--- src/rtl/mac_scheduler_if.sv ---
// Bundle between mac_scheduler and its environment: sample strobe, coefficient
// table, combinational MAC datapath operands/result and filter status.
interface mac_scheduler_if #(
  parameter int N  = 25,
  parameter int AW = 2
);
  logic                 start;
  logic [N-1:0]         x_in;
  logic [AW-1:0]        coef_addr;
  logic [N-1:0]         coef_data;
  logic [N-1:0]         constantes_o;
  logic [N-1:0]         multip_o;
  // Datapath adds entrada_o sign-extended and aligned to the product's binary point.
  logic [N-1:0]         entrada_o;
  logic [2*N-1:0]       valores_i;
  logic [N-1:0]         y_out;
  logic                 done;
  logic                 busy;
  logic                 sat;
  logic                 overrun;

  modport master (
    input  start, x_in, coef_data, valores_i,
    output coef_addr, constantes_o, multip_o, entrada_o,
    output y_out, done, busy, sat, overrun
  );

  modport slave (
    output start, x_in, coef_data, valores_i,
    input  coef_addr, constantes_o, multip_o, entrada_o,
    input  y_out, done, busy, sat, overrun
  );
endinterface

--- src/rtl/mac_scheduler.sv ---
// TAPS-tap fixed-point filter sequencer: runs one pass over the shared MAC
// datapath per sample strobe, saturating the accumulator back to N bits per tap.
module mac_scheduler #(
  parameter int N    = 25,
  parameter int F    = 12,
  parameter int TAPS = 3
) (
  input logic             clk,
  input logic             reset,
  mac_scheduler_if.master bus
);
  localparam int AW = $clog2(TAPS);
  localparam logic [AW-1:0] LAST_IDX = AW'(TAPS - 1);

  typedef enum logic [1:0] {
    IDLE = 2'd0,
    LOAD = 2'd1,
    MAC  = 2'd2,
    DONE = 2'd3
  } state_t;

  state_t        state_r;
  state_t        state_s;
  logic [N-1:0]  h_r [TAPS];
  logic [N-1:0]  x_hold_r;
  logic [N-1:0]  acc_r;
  logic [AW-1:0] idx_r;
  logic [N-1:0]  y_r;
  logic          done_r;
  logic          sat_r;
  logic          overrun_r;

  function automatic logic sum_overflows(input logic [2*N-1:0] v);
    logic [N-F:0] top;
    top = v[2*N-1:F+N-1];
    return !((&top) || (~|top));
  endfunction

  // Floor to the N-bit window at the binary point, clamping on overflow.
  function automatic logic [N-1:0] trunc_sat(input logic [2*N-1:0] v);
    if (!sum_overflows(v)) begin
      return v[F+N-1:F];
    end else if (v[2*N-1] == 1'b0) begin
      return {1'b0, {(N-1){1'b1}}};
    end else begin
      return {1'b1, {(N-1){1'b0}}};
    end
  endfunction

  // State register.
  always_ff @(posedge clk) begin
    if (reset) begin
      state_r <= IDLE;
    end else begin
      state_r <= state_s;
    end
  end

  // Next-state logic.
  always_comb begin
    state_s = state_r;
    case (state_r)
      IDLE: begin
        if (bus.start) begin
          state_s = LOAD;
        end else begin
          state_s = IDLE;
        end
      end
      LOAD: state_s = MAC;
      MAC: begin
        if (idx_r == LAST_IDX) begin
          state_s = DONE;
        end else begin
          state_s = MAC;
        end
      end
      DONE:    state_s = IDLE;
      default: state_s = IDLE;
    endcase
  end

  // Delay line, accumulator, tap index and registered status outputs.
  always_ff @(posedge clk) begin
    if (reset) begin
      for (int k = 0; k < TAPS; k++) begin
        h_r[k] <= {N{1'b0}};
      end
      x_hold_r  <= {N{1'b0}};
      acc_r     <= {N{1'b0}};
      idx_r     <= {AW{1'b0}};
      y_r       <= {N{1'b0}};
      done_r    <= 1'b0;
      sat_r     <= 1'b0;
      overrun_r <= 1'b0;
    end else begin
      done_r <= 1'b0;
      // A strobe outside IDLE never touches the holding register.
      if (bus.start && (state_r == IDLE)) begin
        x_hold_r <= bus.x_in;
      end else if (bus.start) begin
        overrun_r <= 1'b1;
      end
      case (state_r)
        LOAD: begin
          h_r[0] <= x_hold_r;
          for (int k = 1; k < TAPS; k++) begin
            h_r[k] <= h_r[k-1];
          end
          acc_r <= {N{1'b0}};
          idx_r <= {AW{1'b0}};
        end
        MAC: begin
          acc_r <= trunc_sat(bus.valores_i);
          idx_r <= idx_r + {{(AW-1){1'b0}}, 1'b1};
          sat_r <= sat_r | sum_overflows(bus.valores_i);
        end
        DONE: begin
          y_r    <= acc_r;
          done_r <= 1'b1;
        end
        default: begin
          acc_r <= acc_r;
        end
      endcase
    end
  end

  // Datapath operands, only live during MAC.
  always_comb begin
    bus.coef_addr    = {AW{1'b0}};
    bus.constantes_o = {N{1'b0}};
    bus.multip_o     = {N{1'b0}};
    bus.entrada_o    = {N{1'b0}};
    if (state_r == MAC) begin
      bus.coef_addr    = idx_r;
      bus.constantes_o = bus.coef_data;
      bus.multip_o     = h_r[idx_r];
      bus.entrada_o    = acc_r;
    end else begin
      bus.coef_addr    = {AW{1'b0}};
      bus.constantes_o = {N{1'b0}};
      bus.multip_o     = {N{1'b0}};
      bus.entrada_o    = {N{1'b0}};
    end
  end

  assign bus.y_out   = y_r;
  assign bus.done    = done_r;
  assign bus.busy    = (state_r != IDLE);
  assign bus.sat     = sat_r;
  assign bus.overrun = overrun_r;
endmodule
--- src/flat_wrapper.sv ---
// flat-port wrapper written by rule: the top's interface ports become plain ports
module mac_scheduler_flat 
#(
  parameter int N    = 25,
  parameter int F    = 12,
  parameter int TAPS = 3
)
  (clk, reset, bus_start, bus_x_in, bus_coef_data, bus_valores_i, bus_coef_addr, bus_constantes_o, bus_multip_o, bus_entrada_o, bus_y_out, bus_done, bus_busy, bus_sat, bus_overrun);
  mac_scheduler_if #(.N(N)) bus_i ();
  input logic clk;
  input logic reset;
  input wire logic [$bits(bus_i.start)-1:0] bus_start;
  input wire logic [$bits(bus_i.x_in)-1:0] bus_x_in;
  input wire logic [$bits(bus_i.coef_data)-1:0] bus_coef_data;
  input wire logic [$bits(bus_i.valores_i)-1:0] bus_valores_i;
  output wire logic [$bits(bus_i.coef_addr)-1:0] bus_coef_addr;
  output wire logic [$bits(bus_i.constantes_o)-1:0] bus_constantes_o;
  output wire logic [$bits(bus_i.multip_o)-1:0] bus_multip_o;
  output wire logic [$bits(bus_i.entrada_o)-1:0] bus_entrada_o;
  output wire logic [$bits(bus_i.y_out)-1:0] bus_y_out;
  output wire logic [$bits(bus_i.done)-1:0] bus_done;
  output wire logic [$bits(bus_i.busy)-1:0] bus_busy;
  output wire logic [$bits(bus_i.sat)-1:0] bus_sat;
  output wire logic [$bits(bus_i.overrun)-1:0] bus_overrun;
  assign bus_i.start = bus_start;
  assign bus_i.x_in = bus_x_in;
  assign bus_i.coef_data = bus_coef_data;
  assign bus_i.valores_i = bus_valores_i;
  assign bus_coef_addr = bus_i.coef_addr;
  assign bus_constantes_o = bus_i.constantes_o;
  assign bus_multip_o = bus_i.multip_o;
  assign bus_entrada_o = bus_i.entrada_o;
  assign bus_y_out = bus_i.y_out;
  assign bus_done = bus_i.done;
  assign bus_busy = bus_i.busy;
  assign bus_sat = bus_i.sat;
  assign bus_overrun = bus_i.overrun;
  mac_scheduler #(.N(N), .F(F), .TAPS(TAPS)) u_core (.clk(clk), .reset(reset), .bus(bus_i));
endmodule
--- config.mk ---
export PLATFORM = sky130hd
export DESIGN_NAME = mac_scheduler_flat
export DESIGN_NICKNAME = d
export VERILOG_FILES = /design/src/rtl/mac_scheduler_if.sv /design/src/rtl/mac_scheduler.sv /design/src/flat_wrapper.sv
export SDC_FILE = /design/constraint.sdc
export NUM_CORES = 1
export LEC_CHECK = 0
export BUFFER_PORTS_ARGS = -buffer_cell sky130_fd_sc_hd__buf_2
export CORE_MARGIN = 1.5
export CORE_UTILIZATION = 52
export DETAILED_ROUTE_END_ITERATION = 6
export GPL_TIMING_DRIVEN = 0
export PLACE_DENSITY = 0.78
export SKIP_CTS_REPAIR_TIMING = 1
export SLEW_MARGIN = 20
export SYNTH_ARGS = -nofsm -noshare
export SYNTH_HDL_FRONTEND = slang
export SYNTH_SLANG_ARGS = --single-unit
--- constraint.sdc ---
create_clock -name clk -period 2.3 [get_ports clk]
set_input_delay 0.345 -clock clk [delete_from_list [all_inputs] [get_ports clk]]
set_output_delay 0.345 -clock clk [all_outputs]
set_load 0.01 [all_outputs]
==> results.cfg, run 1 <==
[worst_setup_path]
crit_path_cell_trace = inv_1 -> ha_1 -> clkbuf_4 -> clkbuf_4 -> and2_1 -> buf_2
start_kind = flop
critPathSlowestCell = dfxtp_1
cp.buffers_inverters = 4
required_ps = 1960
critPathMaxStageDelay_ps = 370
path_delay_family = buffers and inverters
cpMostUsedCell = clkbuf_4
setup.worst_path.end_class = output pin
crit_type = flop to output pin
critPathMaxFanout = 10
worstPathArrival_ps = 1830

[drt]
route.detailed.drc = 0
vias = 5753
postRouteAntennaNets = 0
dr.pass1.iters = 4
drtIter0Drc = 318
wire_per_inst_um = 14.9
routed_wl_um = 16700
vias_per_cell = 5.14

[sta]
min_period_ps = 2170
timing.fmax_ghz = 0.461
worstMarginPinSlew_ps = 731
hold_viol = 0
fin_crit_sh_pct = 94.4
fin_skew_ps = 7.23
rsz0062_at_grt = no
drv_slew = 0
slew_headroom_pct = 51.3
setup_viol = 0
fin_ws_ps = 130

[final_layout]
syn_to_final_growth_pct = 25.0
nets = 1034
n_fill_cell = 1116
utilization_pct = 66.2
drive_gt1_share_pct = 30.1

[placed_design]
io_buffers = 196
preCtsSetupSlack_ps = 188
dp_hpwl_um = 12100
place.gp.congestion = 0.809

[global_route]
antenna_found_initial = 1
grt_pass1_wl_um = 26300
grt_pass1_vias = 5352
grt.overflow.total = 0
track_usage_pct = 23.2
grt_max_degree = 46

[min_path]
hold_class = primary input to flop

[pwr]
p_per_area_nw_per_um2 = 710
seqPwrFrac_pct = 48.9
p_switching_mw = 1.62
switching_share_pct = 25.0
ir_drop_mv = 0.548
internal_power_mw = 4.86
total_power_mw = 6.48
power.share.clock_pct = 41.4
leakagePower_nw = 3.73
combPwrFrac_pct = 9.7

[clock_tree]
cts_sinks = 159
clk_latency_ps = 420
clkTransAtPathRegs_ps = 60
clock_path_buffers = 2
h-tree-depth = 4
root_buffer = clkbuf_16
cts_tree = built
cts_made_buffers = 17

[floorplan]
core-area_um2 = 13800
initial_core_util_pct = 53.0
die_w_um = 121
die_h_um = 121
row_count = 43
io_pins = 209
die_area_um2 = 14800

[yosys]
yosys.area.top_type = edfxtp_1
yosys-top-cells-count = and2_1, nand2_1, dfxtp_1, edfxtp_1, a21oi_1
synth_nets = 818
synth-seq-area-share_pct = 53.9
ys_types = 31
synth-edff-count = 75
ys_ff_latch = 159
ys_warn_count = 0
yosys.cell_count.top_type = and2_1
synth_top_area_share_pct = 30.8
netlist_area_um2 = 7300
yosys_most_used_dff = dfxtp_1
synth-async-reset-ratio_pct = 0
synth_area_leaders = edfxtp_1, dfxtp_1, and2_1
syn-instance-count = 709
postSynthAreaPerCell_um2 = 10.3

[outcome]
status = finished, final reports clean

[run]
cap_violations = 0
## area by class of cell
cell class / instances / area (µm²) / area share (%)
Timing Repair Buffer: 197 / 1000 / 11.0
Tap cell: 180 / 225 / 2.47
Inverter: 5 / 18.8 / 0.206
Antenna cell: 1 / 2.50 / 0.0274
Buffer: 56 / 297 / 3.25
Clock inverter: 13 / 130 / 1.43
Multi-Input combinational cell: 489 / 3080 / 33.8
Clock buffer: 19 / 433 / 4.74
Sequential cell: 159 / 3930 / 43.1
## routing by layer
metal | wire (µm) | GRT usage (%)
met5 | 0 | 0
met4 | 392 | 9.56
met3 | 1040 | 5.26
met2 | 8210 | 38.3
met1 | 7070 | 29.5
## registers in the layout (all words and copies together) (netlist names), 2 cells and up, named ones only
signal,flops
u_core.h_r,75
u_core.idx_r,2
u_core.state_r,2
u_core.x_hold_r,25
u_core.bus.y_out,25
u_core.acc_r,25
## placed cells by master, fill, tap and decap left out, types with 5 or more instances in the layout
cell type  instances
and2_1           153
edfxtp_1          75
o21ai_2           11
ha_1               6
clkbuf_16         17
a221oi_1           5
buf_2            199
o21ai_1            8
clkbuf_2           5
a21oi_1           54
a221oi_2          19
nor2_1            34
clkbuf_1          39
mux2i_1           50
dfxtp_1           84
buf_6              5
nand2_1          104
o21ai_0           30
## metrics by stage
| step | hold WS [ps] | instances | cell area (µm²) | setup TNS [ps] |
|---|---|---|---|---|
| 2_1_floorplan | 432 | 709 | 7300 | 0 |
| 3_3_place_gp | 437 | 1085 | 8510 | -33940 |
| 3_5_place_dp | 442 | 1086 | 8530 | 0 |
| 4_1_cts | 148 | 1118 | 9090 | -991 |
| 5_1_grt | 153 | 1119 | 9120 | 0 |
| 6_report | 159 | 1119 | 9120 | 0 |
## worst paths after layout
kind | startpoint | end | slack [ps] | cells after the start
worst max-delay path | u_core.state_r[0]$_SDFF_PP0_ | bus_multip_o[23] | 130 | 6
worst min-delay path | bus_x_in[21] | u_core.x_hold_r[21]$_SDFFE_PP0P_ | 160 | 3
worst max register to register | u_core.state_r[0]$_SDFF_PP0_ | u_core.acc_r[15]$_SDFFE_PP0N_ | 240 | 6
worst min register to register | u_core.x_hold_r[14]$_SDFFE_PP0P_ | u_core.x_hold_r[14]$_SDFFE_PP0P_ | 450 | 2
## logic make-up after synthesis
logic type | count (synthesis) | share of synthesized area [%]
flip-flops | 159 | 53.9
AND/OR/NAND/NOR | 304 | 21.8
adder cells (fa/ha/maj) | 6 | 1.03
multiplexers | 50 | 6.86
buffers and inverters | 61 | 3.92
AO/OA/AOI/OAI | 129 | 12.5
## tightest hold or removal path, delay by kind of cell
kind                   cells  cell delay, ps
AO/OA/AOI/OAI              1              50
buffers and inverters      1              90
AND/OR/NAND/NOR            1              40
## power groups by stage
stage | Combinational [mW] | Clock, mW | Sequential, mW
finish | 0.628 | 2.68 | 3.17
global route | 0.700 | 2.84 | 3.18
CTS | 0.626 | 2.70 | 3.17
floorplan | 0.370 | 0 | 3.21
global placement | 0.604 | 0 | 3.23
detailed placement | 0.620 | 0 | 3.23
Power figures use the tool's default switching activity.
==> inputs of run 2 (changes only) <==
--- a/config.mk
+++ b/config.mk
@@ -7,10 +7,11 @@
 export LEC_CHECK = 0
 export BUFFER_PORTS_ARGS = -buffer_cell sky130_fd_sc_hd__buf_2
 export CORE_MARGIN = 1.5
-export CORE_UTILIZATION = 52
+export CORE_UTILIZATION = 54
+export CTS_BUF_LIST = sky130_fd_sc_hd__clkbuf_8
 export DETAILED_ROUTE_END_ITERATION = 6
 export GPL_TIMING_DRIVEN = 0
-export PLACE_DENSITY = 0.78
+export PLACE_DENSITY = 0.81
 export SKIP_CTS_REPAIR_TIMING = 1
 export SLEW_MARGIN = 20
 export SYNTH_ARGS = -nofsm -noshare
==> run 2 against run 1 <==
Net effect:
- sequential share of layout area up 0.79 points
- wire length up 0.63%
- critical endpoint is now bus_multip_o[22]
- combinational power up 1%
- die area down 3.6%
- worst hold slack worse by 45 ps
- register-to-register slack about the same
- first-iteration DRC count down 7.5%
- largest cell class unchanged
==> results.cfg, run 2 (synthesized netlist as in run 1, its figures left out) <==
[sta]
drv_slew = 0
fin_ws_ps = 101
tns_ps = 0
rsz0062_at_grt = no
worstMarginPinSlew_ps = 722
fin_skew_ps = 8.15
setup_viol = 0
timing.fmax_ghz = 0.455
min_period_ps = 2200
fin_crit_sh_pct = 95.6
hold_viol = 0
slew_headroom_pct = 51.8

[global_route]
track_usage_pct = 24.1
grt.overflow.total = 0
antenna_found_initial = 1
grt_pass1_vias = 5458
grt_pass1_wl_um = 26600
grt_max_degree = 43

[floorplan]
core-area_um2 = 13200
row_count = 42
die_area_um2 = 14200
die_w_um = 119
die_h_um = 119
io_pins = 209
initial_core_util_pct = 55.1

[worst_setup_path]
worstPathArrival_ps = 1850
critPathMaxFanout = 10
crit-reg2reg-launch = u_core.state_r[1]$_SDFF_PP0_
critPathSlowestCell = dfxtp_1
crit_path_cell_trace = clkbuf_4 -> buf_8 -> mux2i_1 -> o21ai_0 -> and2_1 -> buf_2
required_ps = 1960
crit_type = flop to output pin
critPathMaxStageDelay_ps = 310
start_kind = flop
setup.worst_path.end_class = output pin

[final_layout]
final_common_cell = buf_2
top_register = u_core.h_r
largest_register_ffs = 75
nets = 1034
layout_common_cells = buf_2, and2_1, nand2_1
syn_to_final_growth_pct = 22.7
drive_gt1_share_pct = 30.3

[clock_tree]
h-tree-depth = 4
clkTransAtPathRegs_ps = 90
clk_latency_ps = 460
clock_path_buffers = 2
cts_tree = built
cts_made_buffers = 17
root_buffer = clkbuf_8
cts_sinks = 159

[run]
cap_violations = 0

[drt]
dr.pass1.iters = 5
route.detailed.drc = 0
postRouteAntennaNets = 0
routed_wl_um = 16800
drtIter0Drc = 294
vias = 5755
vias_per_cell = 5.16
wire_per_inst_um = 15.1

[pwr]
p_per_area_nw_per_um2 = 655
ir_drop_mv = 0.574
leakagePower_nw = 3.68

[placed_design]
place.gp.congestion = 0.819
io_buffers = 196
dp_hpwl_um = 12300
preCtsSetupSlack_ps = 200

[min_path]
min_from = bus_x_in[9]
hold_class = primary input to flop

[outcome]
status = finished, final reports clean
[run 2: cell types whose count changed in the layout (fill, tap and decap cells not counted), moves of 2 or more]
cell / previous run / this run
clkbuf_1: 39 / 36
clkbuf_16: 17 / 0
clkbuf_8: 0 / 17
clkinv_4: 3 / 5
clkinvlp_4: 3 / 0
[run 2: through the flow]
stage          power [mW]  std cells  hold WS [ps]  area, µm²  util [%]
3_5_place_dp         3.85       1082           442       8520      64.4
2_1_floorplan        3.58        709           432       7300         -
5_1_grt              6.09       1115           106       8960      67.6
6_report             5.87       1115           114       8960      67.6
4_1_cts              5.87       1114          97.4       8920      67.3
3_3_place_gp         3.83       1081           438       8500      64.2
[run 2: worst max-delay path: cells and delay by family (launching register included)]
kind	cells	cell delay (ps)
simple gates	1	180
mux	1	80
buf+inv	3	520
flops	1	310
compound gates	1	310
[run 2: path summary, 6_finish.rpt]
| check | to | slack, ps | cells past startpoint |
|---|---|---|---|
| setup / recovery | bus_multip_o[22] | 100 | 6 |
| hold / removal | u_core.x_hold_r[9]$_SDFFE_PP0P_ | 110 | 3 |
| setup reg to reg | u_core.h_r[1][14]$_SDFFCE_PN0P_ | 240 | 6 |
| hold reg to reg | u_core.x_hold_r[17]$_SDFFE_PP0P_ | 450 | 2 |
[run 2: power breakdown]
group	switching [mW]	internal (mW)
combinational	0.396	0.238
sequential	0.0610	3.10
clock	1.09	0.980
total	1.54	4.32
[run 2: area by class of cell]
cell class	count	area (µm²)
plain buffers	56	302
well taps	176	220
flip-flops and latches	159	3930
multi-input cells	489	3090
clock buffers	17	234
fillers	1089	4280
repair buffers	197	1000
clock inverters	15	160
diodes	1	2.50
inverters	5	18.8
[run 2: metal layers]
layer	up-vias	global-route usage, %	share of wire (%)
met3	28	4.65	6.0
met1	2670	30.7	43
met5	-	0	0
li1	2860	-	-
met4	0	10.1	2.3
met2	197	40.1	48
==> inputs of run 3 (changes only) <==
--- a/config.mk
+++ b/config.mk
@@ -5,7 +5,7 @@
 export SDC_FILE = /design/constraint.sdc
 export NUM_CORES = 1
 export LEC_CHECK = 0
-export BUFFER_PORTS_ARGS = -buffer_cell sky130_fd_sc_hd__buf_2
+export BUFFER_PORTS_ARGS = -buffer_cell sky130_fd_sc_hd__buf_4
 export CORE_MARGIN = 1.5
 export CORE_UTILIZATION = 54
 export CTS_BUF_LIST = sky130_fd_sc_hd__clkbuf_8
==> run 3 against run 2 <==
Net effect:
- first-iteration DRC count increased by 2.0%
- utilization increased by 3.5 points
- flip-flop and latch count unchanged
- count of clock-buffer cells in the layout unchanged
- final cell count about the same
==> results.cfg, run 3 (synthesized netlist as in run 1, its figures left out) <==
[outcome]
status = finished, final reports clean

[min_path]
hold_class = primary input to flop
hold_end = u_core.x_hold_r[12]$_SDFFE_PP0P_
min_from = bus_x_in[12]
hold_depth = 3

[drt]
drtIter0Drc = 300
vias = 5919
dr.pass1.iters = 5
wire_per_inst_um = 16.1
route.detailed.drc = 0
routed_wl_um = 17900
postRouteAntennaNets = 0
vias_per_cell = 5.31

[worst_setup_path]
critPathMaxFanout = 10
r2r-end = u_core.h_r[1][7]$_SDFFCE_PN0P_
setup.worst_path.end_class = output pin
worstPathArrival_ps = 1890
worst-r2r-cell-count = 6
required_ps = 1960
crit_type = flop to output pin
start_kind = flop
r2r_slack_ps = 220
crit-reg2reg-launch = u_core.state_r[1]$_SDFF_PP0_

[sta]
slew_headroom_pct = 50.4
fin_skew_ps = 10.0
worstMarginPinSlew_ps = 744
min_period_ps = 2240
drv_slew = 0
timing.fmax_ghz = 0.447
setup_viol = 0
rsz0062_at_grt = no
fin_crit_sh_pct = 97.2
hold_viol = 0
fin_ws_ps = 64.9
fin_hold_ws_ps = 138

[placed_design]
dp.cells = 1082
preCtsSetupSlack_ps = 219
dp_hpwl_um = 13300
placed_area_um2 = 9010
io_buffers = 196
place.gp.congestion = 0.829

[pwr]
p_per_area_nw_per_um2 = 621
total_power_mw = 5.85
ir_drop_mv = 0.402
leakagePower_nw = 3.73

[clock_tree]
h-tree-depth = 4
root_buffer = clkbuf_8
clock_path_buffers = 2
cts_made_buffers = 17
clk_latency_ps = 450
clkTransAtPathRegs_ps = 80
cts_sinks = 159
cts_tree = built

[global_route]
grt_pass1_wl_um = 28600
track_usage_pct = 25.5
grt.overflow.total = 0
antenna_found_initial = 0
grt_max_degree = 43
grt_pass1_vias = 5973

[floorplan]
io_pins = 209
core-area_um2 = 13200
die_area_um2 = 14200
row_count = 42
die_h_um = 119
initial_core_util_pct = 55.1
die_w_um = 119

[run]
cap_violations = 0

[final_layout]
post-route-cell-area_um2 = 9420
syn_to_final_growth_pct = 29.1
final_common_cell = buf_4
drive_gt1_share_pct = 29.9
ff_latch_area_um2 = 3930
nets = 1034
largest_register_ffs = 75
top_register = u_core.h_r
n_fill_cell = 977
layout_common_cells = buf_4, and2_1, nand2_1
stdcell_count = 1114
antenna_cells = 0
multi_input_area_um2 = 3080
## run 3: cell count changes in the layout (fill, tap and decap cells not counted), sizes merged
| cell | previous run | this run |
|---|---|---|
| clkbuf | 61 | 60 |
| inv | 10 | 9 |
| buf | 209 | 210 |
| diode | 1 | 0 |
| clkinv | 8 | 6 |
| clkinvlp | 0 | 3 |
## run 3: worst max-delay path: stages, from the launching register on
cell and delay [ps]:
dfxtp_1 340, inv_1 110, ha_1 140, buf_2 250, buf_2 260, and2_1 200, buf_4 140
## run 3: cell type report
type,count,share of cell area [%]
clock buffers,17,2.48
well taps,176,2.34
inverters,5,0.199
repair buffers,197,15.8
flip-flops and latches,159,41.7
clock inverters,15,1.55
multi-input cells,489,32.7
plain buffers,56,3.13
## run 3: through the flow
stage / utilization (%) / setup TNS (ps)
finish: 71.2 / 0
detailed placement: 68.1 / 0
global route: 71.2 / 0
floorplan: - / 0
CTS: 70.9 / -1620
global placement: 67.9 / -24710
## run 3: power by group
group          switching [mW]  internal, mW  total, mW
combinational           0.399         0.302      0.701
sequential             0.0632          3.10       3.17
clock                    1.03         0.956       1.98
total                    1.49          4.36       5.85
## run 3: worst max path at each step
stage,start,endpoint,slack [ps],cells after the start
global placement,reset,u_core.h_r[2][9]$_SDFFCE_PN0P_,-330,3
finish,u_core.state_r[0]$_SDFF_PP0_,bus_entrada_o[9],60,6
floorplan,reset,u_core.h_r[0][0]$_SDFFCE_PN0P_,310,2
global route,u_core.state_r[0]$_SDFF_PP0_,bus_entrada_o[9],4,6
CTS,flop,bus_multip_o[19],-120,6
detailed placement,reset,u_core.h_r[2][10]$_SDFFCE_PN0P_,220,4
## run 3: metal layers
layer	GRT usage (%)	routed length, µm
met1	29.2	7200
met2	44.8	8880
met3	6.99	1230
met4	10.8	610
met5	0	0
